[src/rtl/dma64_read_arbiter_pkg.sv]
`default_nettype none
// +----------------------------------------------------------------------+
// | dma64_arb_pkg : shared types and widths for the DMA64 read arbiter   |
// | Revision 1.0                                                         |
// +----------------------------------------------------------------------+
package dma64_arb_pkg;

    typedef enum logic [2:0] {
        IDLE = 3'd0,
        CTRL = 3'd1,
        DATA = 3'd2
    } state_t;

    localparam logic [2:0] DMA_SIZE_64 = 3'b011;

    localparam int IDX_W  = 32;
    localparam int LEN_W  = 32;
    localparam int BEAT_W = 64;

endpackage
`default_nettype wire

[src/rtl/dma64_read_arbiter_if.sv]
`default_nettype none
// +----------------------------------------------------------------------+
// | dma64_read_arbiter_if : client-side and tile-side DMA read signals   |
// | Revision 1.0                                                         |
// +----------------------------------------------------------------------+
interface dma64_read_arbiter_if #(
    parameter int N_CLIENTS = 2,
    parameter int IDW       = 3
);
    import dma64_arb_pkg::*;

    logic [N_CLIENTS-1:0]       cl_ctrl_valid;
    logic [N_CLIENTS-1:0]       cl_ctrl_ready;
    logic [IDX_W*N_CLIENTS-1:0] cl_ctrl_index;
    logic [LEN_W*N_CLIENTS-1:0] cl_ctrl_length;
    logic [3*N_CLIENTS-1:0]     cl_ctrl_size;
    logic [N_CLIENTS-1:0]       cl_chnl_valid;
    logic [N_CLIENTS-1:0]       cl_chnl_ready;
    logic [BEAT_W-1:0]          cl_chnl_data;

    logic                       dma_read_ctrl_valid;
    logic                       dma_read_ctrl_ready;
    logic [IDX_W-1:0]           dma_read_ctrl_data_index;
    logic [LEN_W-1:0]           dma_read_ctrl_data_length;
    logic [2:0]                 dma_read_ctrl_data_size;
    logic [5:0]                 dma_read_ctrl_data_user;
    logic                       dma_read_chnl_valid;
    logic                       dma_read_chnl_ready;
    logic [BEAT_W-1:0]          dma_read_chnl_data;

    logic [IDW-1:0]             grant_id;
    logic                       busy;
    logic [31:0]                debug;

    // Arbiter view
    modport master (
        input  cl_ctrl_valid, cl_ctrl_index, cl_ctrl_length, cl_ctrl_size, cl_chnl_ready,
        output cl_ctrl_ready, cl_chnl_valid, cl_chnl_data,
        output dma_read_ctrl_valid, dma_read_ctrl_data_index, dma_read_ctrl_data_length,
        output dma_read_ctrl_data_size, dma_read_ctrl_data_user, dma_read_chnl_ready,
        input  dma_read_ctrl_ready, dma_read_chnl_valid, dma_read_chnl_data,
        output grant_id, busy, debug
    );

    // Environment view (clients plus tile DMA port)
    modport slave (
        output cl_ctrl_valid, cl_ctrl_index, cl_ctrl_length, cl_ctrl_size, cl_chnl_ready,
        input  cl_ctrl_ready, cl_chnl_valid, cl_chnl_data,
        input  dma_read_ctrl_valid, dma_read_ctrl_data_index, dma_read_ctrl_data_length,
        input  dma_read_ctrl_data_size, dma_read_ctrl_data_user, dma_read_chnl_ready,
        output dma_read_ctrl_ready, dma_read_chnl_valid, dma_read_chnl_data,
        input  grant_id, busy, debug
    );

endinterface
`default_nettype wire

[src/rtl/dma64_read_arbiter_rr_pick.sv]
`default_nettype none
// +----------------------------------------------------------------------+
// | rr_pick : first active request at or after ptr, wrapping modulo N    |
// | Revision 1.0                                                         |
// +----------------------------------------------------------------------+
module rr_pick #(
    parameter int N_CLIENTS = 2,
    parameter int IDW       = 3
) (
    input  wire logic [N_CLIENTS-1:0] req,
    input  wire logic [IDW-1:0]       ptr,
    output logic      [IDW-1:0]       grant,
    output logic                      any_req
);

    // Scan distances from farthest to nearest so the nearest requester wins.
    always_comb begin
        grant   = '0;
        any_req = 1'b0;
        for (int k = N_CLIENTS - 1; k >= 0; k--) begin
            for (int i = 0; i < N_CLIENTS; i++) begin
                if (req[i] && (((i + N_CLIENTS - int'(ptr)) % N_CLIENTS) == k)) begin
                    grant   = IDW'(i);
                    any_req = 1'b1;
                end
            end
        end
    end

endmodule
`default_nettype wire

[src/rtl/dma64_read_arbiter.sv]
`default_nettype none
// +----------------------------------------------------------------------+
// | dma64_read_arbiter : round-robin sharing of one ESP DMA64 read port  |
// | Revision 1.0                                                         |
// +----------------------------------------------------------------------+
module dma64_read_arbiter
    import dma64_arb_pkg::*;
#(
    parameter int N_CLIENTS = 2,
    parameter int IDW       = 3
) (
    input  wire logic            clk,
    input  wire logic            rst,
    dma64_read_arbiter_if.master bus
);

    state_t             r_state;
    logic [IDW-1:0]     r_rr_ptr;
    logic [IDW-1:0]     r_grant;
    logic [IDX_W-1:0]   r_index;
    logic [LEN_W-1:0]   r_length;
    logic [2:0]         r_size;
    logic [LEN_W-1:0]   r_cnt;
    logic               r_ctrl_valid;

    logic [IDW-1:0]       w_pick;
    logic                 w_any;
    logic [IDX_W-1:0]     w_sel_index;
    logic [LEN_W-1:0]     w_sel_length;
    logic [2:0]           w_sel_size;
    logic                 w_beat_rdy;
    logic                 w_beat_hs;
    logic [N_CLIENTS-1:0] w_ctrl_ready;
    logic [N_CLIENTS-1:0] w_chnl_valid;

    rr_pick #(
        .N_CLIENTS (N_CLIENTS),
        .IDW       (IDW)
    ) u_rr_pick (
        .req     (bus.cl_ctrl_valid),
        .ptr     (r_rr_ptr),
        .grant   (w_pick),
        .any_req (w_any)
    );

    function automatic logic [IDW-1:0] f_rr_next(input logic [IDW-1:0] g);
        return (g == IDW'(N_CLIENTS - 1)) ? '0 : g + IDW'(1);
    endfunction

    always_comb begin
        w_sel_index  = '0;
        w_sel_length = '0;
        w_sel_size   = '0;
        w_beat_rdy   = 1'b0;
        for (int i = 0; i < N_CLIENTS; i++) begin
            if (w_pick == IDW'(i)) begin
                w_sel_index  = bus.cl_ctrl_index[IDX_W*i +: IDX_W];
                w_sel_length = bus.cl_ctrl_length[LEN_W*i +: LEN_W];
                w_sel_size   = bus.cl_ctrl_size[3*i +: 3];
            end
            if (r_grant == IDW'(i)) begin
                w_beat_rdy = bus.cl_chnl_ready[i];
            end
        end
    end

    // A zero-length request is acknowledged straight from IDLE without a master request.
    always_comb begin
        w_ctrl_ready = '0;
        w_chnl_valid = '0;
        for (int i = 0; i < N_CLIENTS; i++) begin
            if ((r_state == IDLE) && w_any && (w_pick == IDW'(i)) && (w_sel_length == '0)) begin
                w_ctrl_ready[i] = 1'b1;
            end
            if ((r_state == CTRL) && (r_grant == IDW'(i))) begin
                w_ctrl_ready[i] = bus.dma_read_ctrl_ready;
            end
            if ((r_state == DATA) && (r_grant == IDW'(i))) begin
                w_chnl_valid[i] = bus.dma_read_chnl_valid;
            end
        end
    end

    assign w_beat_hs = (r_state == DATA) && bus.dma_read_chnl_valid && w_beat_rdy;

    always_ff @(posedge clk or negedge rst) begin
        if (!rst) begin
            r_state      <= IDLE;
            r_rr_ptr     <= '0;
            r_grant      <= '0;
            r_index      <= '0;
            r_length     <= '0;
            r_size       <= '0;
            r_cnt        <= '0;
            r_ctrl_valid <= 1'b0;
        end else begin
            case (r_state)
                IDLE: begin
                    if (w_any) begin
                        r_grant  <= w_pick;
                        r_index  <= w_sel_index;
                        r_length <= w_sel_length;
                        r_size   <= w_sel_size;
                        if (w_sel_length != '0) begin
                            r_state      <= CTRL;
                            r_ctrl_valid <= 1'b1;
                        end else begin
                            r_rr_ptr <= f_rr_next(w_pick);
                        end
                    end
                end
                CTRL: begin
                    if (bus.dma_read_ctrl_ready) begin
                        r_ctrl_valid <= 1'b0;
                        r_cnt        <= r_length;
                        r_state      <= DATA;
                    end
                end
                DATA: begin
                    if (w_beat_hs) begin
                        r_cnt <= r_cnt - LEN_W'(1);
                        if (r_cnt == LEN_W'(1)) begin
                            r_state  <= IDLE;
                            r_rr_ptr <= f_rr_next(r_grant);
                        end
                    end
                end
                default: begin
                    r_state      <= IDLE;
                    r_ctrl_valid <= 1'b0;
                end
            endcase
        end
    end

    assign bus.cl_ctrl_ready             = w_ctrl_ready;
    assign bus.cl_chnl_valid             = w_chnl_valid;
    assign bus.cl_chnl_data              = bus.dma_read_chnl_data;
    assign bus.dma_read_ctrl_valid       = r_ctrl_valid;
    assign bus.dma_read_ctrl_data_index  = r_index;
    assign bus.dma_read_ctrl_data_length = r_length;
    assign bus.dma_read_ctrl_data_size   = r_size;
    assign bus.dma_read_ctrl_data_user   = 6'd0;
    assign bus.dma_read_chnl_ready       = (r_state == DATA) && w_beat_rdy;
    assign bus.grant_id                  = r_grant;
    assign bus.busy                      = (r_state != IDLE);
    assign bus.debug                     = {29'd0, r_state};

endmodule
`default_nettype wire

[src/flat_wrapper.sv]
// flat-port wrapper written by rule: the top's interface ports become plain ports
module dma64_read_arbiter_flat import dma64_arb_pkg::*;
#(
    parameter int N_CLIENTS = 2,
    parameter int IDW       = 3
)
  (clk, rst, bus_cl_ctrl_valid, bus_cl_ctrl_index, bus_cl_ctrl_length, bus_cl_ctrl_size, bus_cl_chnl_ready, bus_cl_ctrl_ready, bus_cl_chnl_valid, bus_cl_chnl_data, bus_dma_read_ctrl_valid, bus_dma_read_ctrl_data_index, bus_dma_read_ctrl_data_length, bus_dma_read_ctrl_data_size, bus_dma_read_ctrl_data_user, bus_dma_read_chnl_ready, bus_dma_read_ctrl_ready, bus_dma_read_chnl_valid, bus_dma_read_chnl_data, bus_grant_id, bus_busy, bus_debug);
  dma64_read_arbiter_if #(.N_CLIENTS(N_CLIENTS), .IDW(IDW)) bus_i ();
  input  wire logic clk;
  input  wire logic rst;
  input wire logic [$bits(bus_i.cl_ctrl_valid)-1:0] bus_cl_ctrl_valid;
  input wire logic [$bits(bus_i.cl_ctrl_index)-1:0] bus_cl_ctrl_index;
  input wire logic [$bits(bus_i.cl_ctrl_length)-1:0] bus_cl_ctrl_length;
  input wire logic [$bits(bus_i.cl_ctrl_size)-1:0] bus_cl_ctrl_size;
  input wire logic [$bits(bus_i.cl_chnl_ready)-1:0] bus_cl_chnl_ready;
  output wire logic [$bits(bus_i.cl_ctrl_ready)-1:0] bus_cl_ctrl_ready;
  output wire logic [$bits(bus_i.cl_chnl_valid)-1:0] bus_cl_chnl_valid;
  output wire logic [$bits(bus_i.cl_chnl_data)-1:0] bus_cl_chnl_data;
  output wire logic [$bits(bus_i.dma_read_ctrl_valid)-1:0] bus_dma_read_ctrl_valid;
  output wire logic [$bits(bus_i.dma_read_ctrl_data_index)-1:0] bus_dma_read_ctrl_data_index;
  output wire logic [$bits(bus_i.dma_read_ctrl_data_length)-1:0] bus_dma_read_ctrl_data_length;
  output wire logic [$bits(bus_i.dma_read_ctrl_data_size)-1:0] bus_dma_read_ctrl_data_size;
  output wire logic [$bits(bus_i.dma_read_ctrl_data_user)-1:0] bus_dma_read_ctrl_data_user;
  output wire logic [$bits(bus_i.dma_read_chnl_ready)-1:0] bus_dma_read_chnl_ready;
  input wire logic [$bits(bus_i.dma_read_ctrl_ready)-1:0] bus_dma_read_ctrl_ready;
  input wire logic [$bits(bus_i.dma_read_chnl_valid)-1:0] bus_dma_read_chnl_valid;
  input wire logic [$bits(bus_i.dma_read_chnl_data)-1:0] bus_dma_read_chnl_data;
  output wire logic [$bits(bus_i.grant_id)-1:0] bus_grant_id;
  output wire logic [$bits(bus_i.busy)-1:0] bus_busy;
  output wire logic [$bits(bus_i.debug)-1:0] bus_debug;
  assign bus_i.cl_ctrl_valid = bus_cl_ctrl_valid;
  assign bus_i.cl_ctrl_index = bus_cl_ctrl_index;
  assign bus_i.cl_ctrl_length = bus_cl_ctrl_length;
  assign bus_i.cl_ctrl_size = bus_cl_ctrl_size;
  assign bus_i.cl_chnl_ready = bus_cl_chnl_ready;
  assign bus_cl_ctrl_ready = bus_i.cl_ctrl_ready;
  assign bus_cl_chnl_valid = bus_i.cl_chnl_valid;
  assign bus_cl_chnl_data = bus_i.cl_chnl_data;
  assign bus_dma_read_ctrl_valid = bus_i.dma_read_ctrl_valid;
  assign bus_dma_read_ctrl_data_index = bus_i.dma_read_ctrl_data_index;
  assign bus_dma_read_ctrl_data_length = bus_i.dma_read_ctrl_data_length;
  assign bus_dma_read_ctrl_data_size = bus_i.dma_read_ctrl_data_size;
  assign bus_dma_read_ctrl_data_user = bus_i.dma_read_ctrl_data_user;
  assign bus_dma_read_chnl_ready = bus_i.dma_read_chnl_ready;
  assign bus_i.dma_read_ctrl_ready = bus_dma_read_ctrl_ready;
  assign bus_i.dma_read_chnl_valid = bus_dma_read_chnl_valid;
  assign bus_i.dma_read_chnl_data = bus_dma_read_chnl_data;
  assign bus_grant_id = bus_i.grant_id;
  assign bus_busy = bus_i.busy;
  assign bus_debug = bus_i.debug;
  dma64_read_arbiter #(.N_CLIENTS(N_CLIENTS), .IDW(IDW)) u_core (.clk(clk), .rst(rst), .bus(bus_i));
endmodule
[config.mk]
export PLATFORM = sky130hd
export DESIGN_NAME = dma64_read_arbiter_flat
export DESIGN_NICKNAME = d
export VERILOG_FILES = /design/src/rtl/dma64_read_arbiter_pkg.sv /design/src/rtl/dma64_read_arbiter_if.sv /design/src/rtl/dma64_read_arbiter_rr_pick.sv /design/src/rtl/dma64_read_arbiter.sv /design/src/flat_wrapper.sv
export SDC_FILE = /design/constraint.sdc
export NUM_CORES = 1
export LEC_CHECK = 0
export BUFFER_PORTS_ARGS = -buffer_cell sky130_fd_sc_hd__buf_2
export CAP_MARGIN = 20
export CELL_PAD_IN_SITES_DETAIL_PLACEMENT = 0
export CELL_PAD_IN_SITES_GLOBAL_PLACEMENT = 1
export CORE_ASPECT_RATIO = 0.7
export CORE_MARGIN = 8
export CORE_UTILIZATION = 30
export CTS_CLUSTER_SIZE = 25
export DETAILED_ROUTE_END_ITERATION = 16
export GPL_ROUTABILITY_DRIVEN = 1
export PLACE_DENSITY_LB_ADDON = 0.05
export SYNTH_ARGS = -nofsm -noshare
export SYNTH_HDL_FRONTEND = slang
export SYNTH_SLANG_ARGS = --single-unit
[constraint.sdc]
create_clock -name clk -period 2.7 [get_ports clk]
set_input_delay 0 -clock clk [delete_from_list [all_inputs] [get_ports clk]]
set_output_delay 0 -clock clk [all_outputs]
set_load 0.1 [all_outputs]
==> metrics <==
CP Cell Sequence dlygate4sd3_1 -> buf_2 -> nor4_1 -> nand4_1 -> or3_1 -> o32ai_4 -> clkbuf_4; Crit path largest cell delay 0.54 ns; placed wire-length estimate 19,080 um; Nets 1,233; FP Rows 44; slowest CP cell dlygate4sd3_1; Core Box Area 20,590 um2; Design Power 12.65 mW; # setup viols final 0; Worst Hold Path EP bus_cl_chnl_data[25]; crit path DAT 2.62 ns; Peak supply drop 0.7820 mV; largest net degree at the start of global routing 68; GRT Total Usage 0.1920; synth-to-layout area growth 40.26%; post-synthesis compound-gate area fraction 0.2105; Top FF cell, synth dfrtp_1; crit path time final around 2.6 ns; critical path peak fanout 3; Post-Synth Simple-Gate Area 0.2089; mux share of post-synthesis cell area 0.003998; ratio of cells with drive above 1 in the final layout 0.2624; worst r2r path cells 6; Cell Pwr Density between 1000 and 1500 nW/um2; I/O pin total 385; CTS Buffer Depth 2; fillers approximately 2.2k; Placed Area around 7100 um2; post-route cell area 8778 um2; pre-CTS WS about 0.30 ns; Seq/Total Area, Yosys 0.4158; Worst setup SP type input port; synthesized area between 6000 and 7000 um2; reg2reg end u_core.bus.dma_read_ctrl_data_index[7]; cell count after placement 1,155; Die Wd 188.6 um; Buffers on Ports 218; total number of vias 6,537; Buf+Inv Stages, Crit Path 3; WL/cell 19.46 um; number of global-route vias before repair approximately 6.7k; RSZ-0062 raised after global routing no; status complete, no violations; Placer Congestion 0.8673; Remaining Overflow, GRT 0; ys async rst share 1.000; critical path type in -> out; fin. max-slew vios 0; Starting Density 0.3040; largest family of logic cells by synthesized area compound AO/OA/AOI/OAI gates; antenna viol nets, final 0; 1st-iter DRT viols approximately 350; mean post-synth cell area 8.334 um2; clock skew 0.007263 ns; total iterations of the first detailed-routing run 5; Max-Cap Viols 0; Hold Crit Class in -> out; Post-Synth Adder-Cell Area 0.003998; library cells used by synthesis between 50 and 60; CP endpoint kind output pin; post-synthesis xor/xnor area fraction 0; Setup WS post-layout 0.08059 ns; DRC viols 0; R2R Setup Slk 0.19 ns; die span in y 136.8 um; Hold Crit Depth 0; TritonCTS clock tree yes; Finished Layout Cells 1,311; CP Launch Point bus_cl_ctrl_length[14]; clk sinks about 100; initial antenna violation count 6; Post-Syn Instances around 750; Root Driver clkbuf_16; Synthesis Warnings 0; htree depth 3; Die Footprint 25,810 um2; RR Startpoint u_core.r_rr_ptr[0]; Data required, critical path 2.70 ns; Crit path max-delay family simple AND/OR/NAND/NOR gates; final cycle utilization of the critical path 0.9702; post-DR vias/cell around 5; Post-synth EDFFs 0; worst-skew pair later-pin latency 0.35 ns; CP Depth 7; final wirelength 25,510 um; Fin. Hold Viols 0; postcts setup bufs 0; TritonCTS buffer count 9; static leakage approximately 3.9 nW; first-pass GRT wire length between 30,000 and 40,000 um; Worst slew margin 0.3485; max frequency 381.8 MHz; Slew @ Worst Pin 0.9750 ns; Worst Hold Launch bus_dma_read_chnl_data[25]; Synth Register Bits 104
-- cell usage after synthesis (all sizes together), types with 2 or more instances --
library cell | number | area (um2)
o21ai | 59 | 295.3
nor2 | 70 | 262.8
ha | 2 | 25.02
o22ai | 3 | 18.77
nor4b | 4 | 35.03
o21a | 5 | 37.54
nor3 | 23 | 137.6
o2bb2ai | 11 | 96.34
inv | 7 | 26.28
o32ai | 4 | 35.03
o211ai | 3 | 22.52
a21oi | 26 | 130.1
nand3b | 4 | 30.03
a31oi | 37 | 231.5
and3 | 5 | 31.28
a311o | 2 | 20.02
nand2b | 2 | 12.51
or3 | 5 | 31.28
o22a | 4 | 35.03
a311oi | 2 | 23.77
clkbuf | 40 | 150.1
a22oi | 41 | 307.8
nand4 | 6 | 37.54
buf | 109 | 800.8
nor4 | 23 | 143.9
or4 | 3 | 30.03
nand2 | 120 | 450.4
nand3 | 10 | 50.05
dfrtp | 104 | 2603
or2 | 3 | 18.77
-- what timing repair did --
action,in CTS,in global routing
hold buffers,135,0
endpoints found under the setup margin,0,2
gates resized for setup,0,2
endpoints found under the hold margin,117,0
-- flip-flops by register name, summed over array words and instances (netlist names) --
register                              cells
u_core.bus.dma_read_ctrl_data_length     32
u_core.r_cnt                             32
u_core.r_rr_ptr                           1
u_core.bus.grant_id                       1
u_core.r_state                            2
u_core.bus.dma_read_ctrl_valid            1
u_core.bus.dma_read_ctrl_data_index      32
u_core.bus.dma_read_ctrl_data_size        3
-- area by class of cell --
cell class / instances / area, um2 / area share
inverter: 7 / 26.28 / 0.002993
clock buffer: 12 / 246.5 / 0.02808
antenna: 6 / 15.01 / 0.001710
timing repair buffer: 375 / 2628 / 0.2993
clock inverter: 3 / 42.54 / 0.004846
sequential: 104 / 2603 / 0.2965
tap: 276 / 345.3 / 0.03934
multi-input combinational: 528 / 2873 / 0.3273
-- power breakdown --
part | internal [mW] | switching (mW)
Sequential | 2.33 | 0.744
Combinational | 1.98 | 6.27
Clock | 0.739 | 0.586
-- cells by family after synthesis --
family / count (synthesis)
AND/OR/NAND/NOR: 282
multiplexers: 2
other: 1
adder cells (fa/ha/maj): 2
flip-flops: 104
AO/OA/AOI/OAI: 204
buffers and inverters: 156
-- worst reg2reg max path, cell delays in order (launching register included) --
cell and delay [ns]:
dfrtp_1 0.46, o21a_2 0.18, buf_4 0.22, buf_4 0.56, a22oi_1 0.22, dlygate4sd3_1 0.62
o21ai_0 0.17
-- layout by cell type, fill, tap and decap left out, types with 22 or more instances in the layout --
cell and n:
dlygate4sd3_1 135, buf_4 22, dfrtp_1 104, o21ai_0 57
nor4_1 23, a31oi_1 37, conb_1 38, a21oi_1 25
a22oi_1 41, buf_2 215, nand2_1 120, nor2_1 68
-- per-layer routing --
layer  global-route usage  vias to the layer above  routed length [um]
met5                    0                        -                   0
met4               0.1143                        0                1295
met3              0.04048                       83                1519
met2               0.3086                      263               11750
met1               0.2369                     3094               10940
li1                     -                     3097                   -
-- worst max-delay path by stage --
stage / end
after floorplan: bus_cl_ctrl_ready[1]
after global placement: u_core.r_rr_ptr[0]
after detailed placement: u_core.r_rr_ptr[0]
after CTS: bus_cl_ctrl_ready[1]
after global routing: u_core.bus.dma_read_ctrl_data_index[8]
final: bus_cl_ctrl_ready[0]
-- through the flow --
step,utilization,TNS (ns),hold slack [ns]
2_1_floorplan,-,-0.03244,-0.2956
3_3_place_gp,0.3457,0,0.0006813
3_5_place_dp,0.3457,0,0.0006813
4_1_cts,0.4254,0,0.0006813
5_1_grt,0.4263,0,0.0001578
6_report,0.4263,0,0.00003855
No activity file was read; power rests on OpenSTA's default activity.
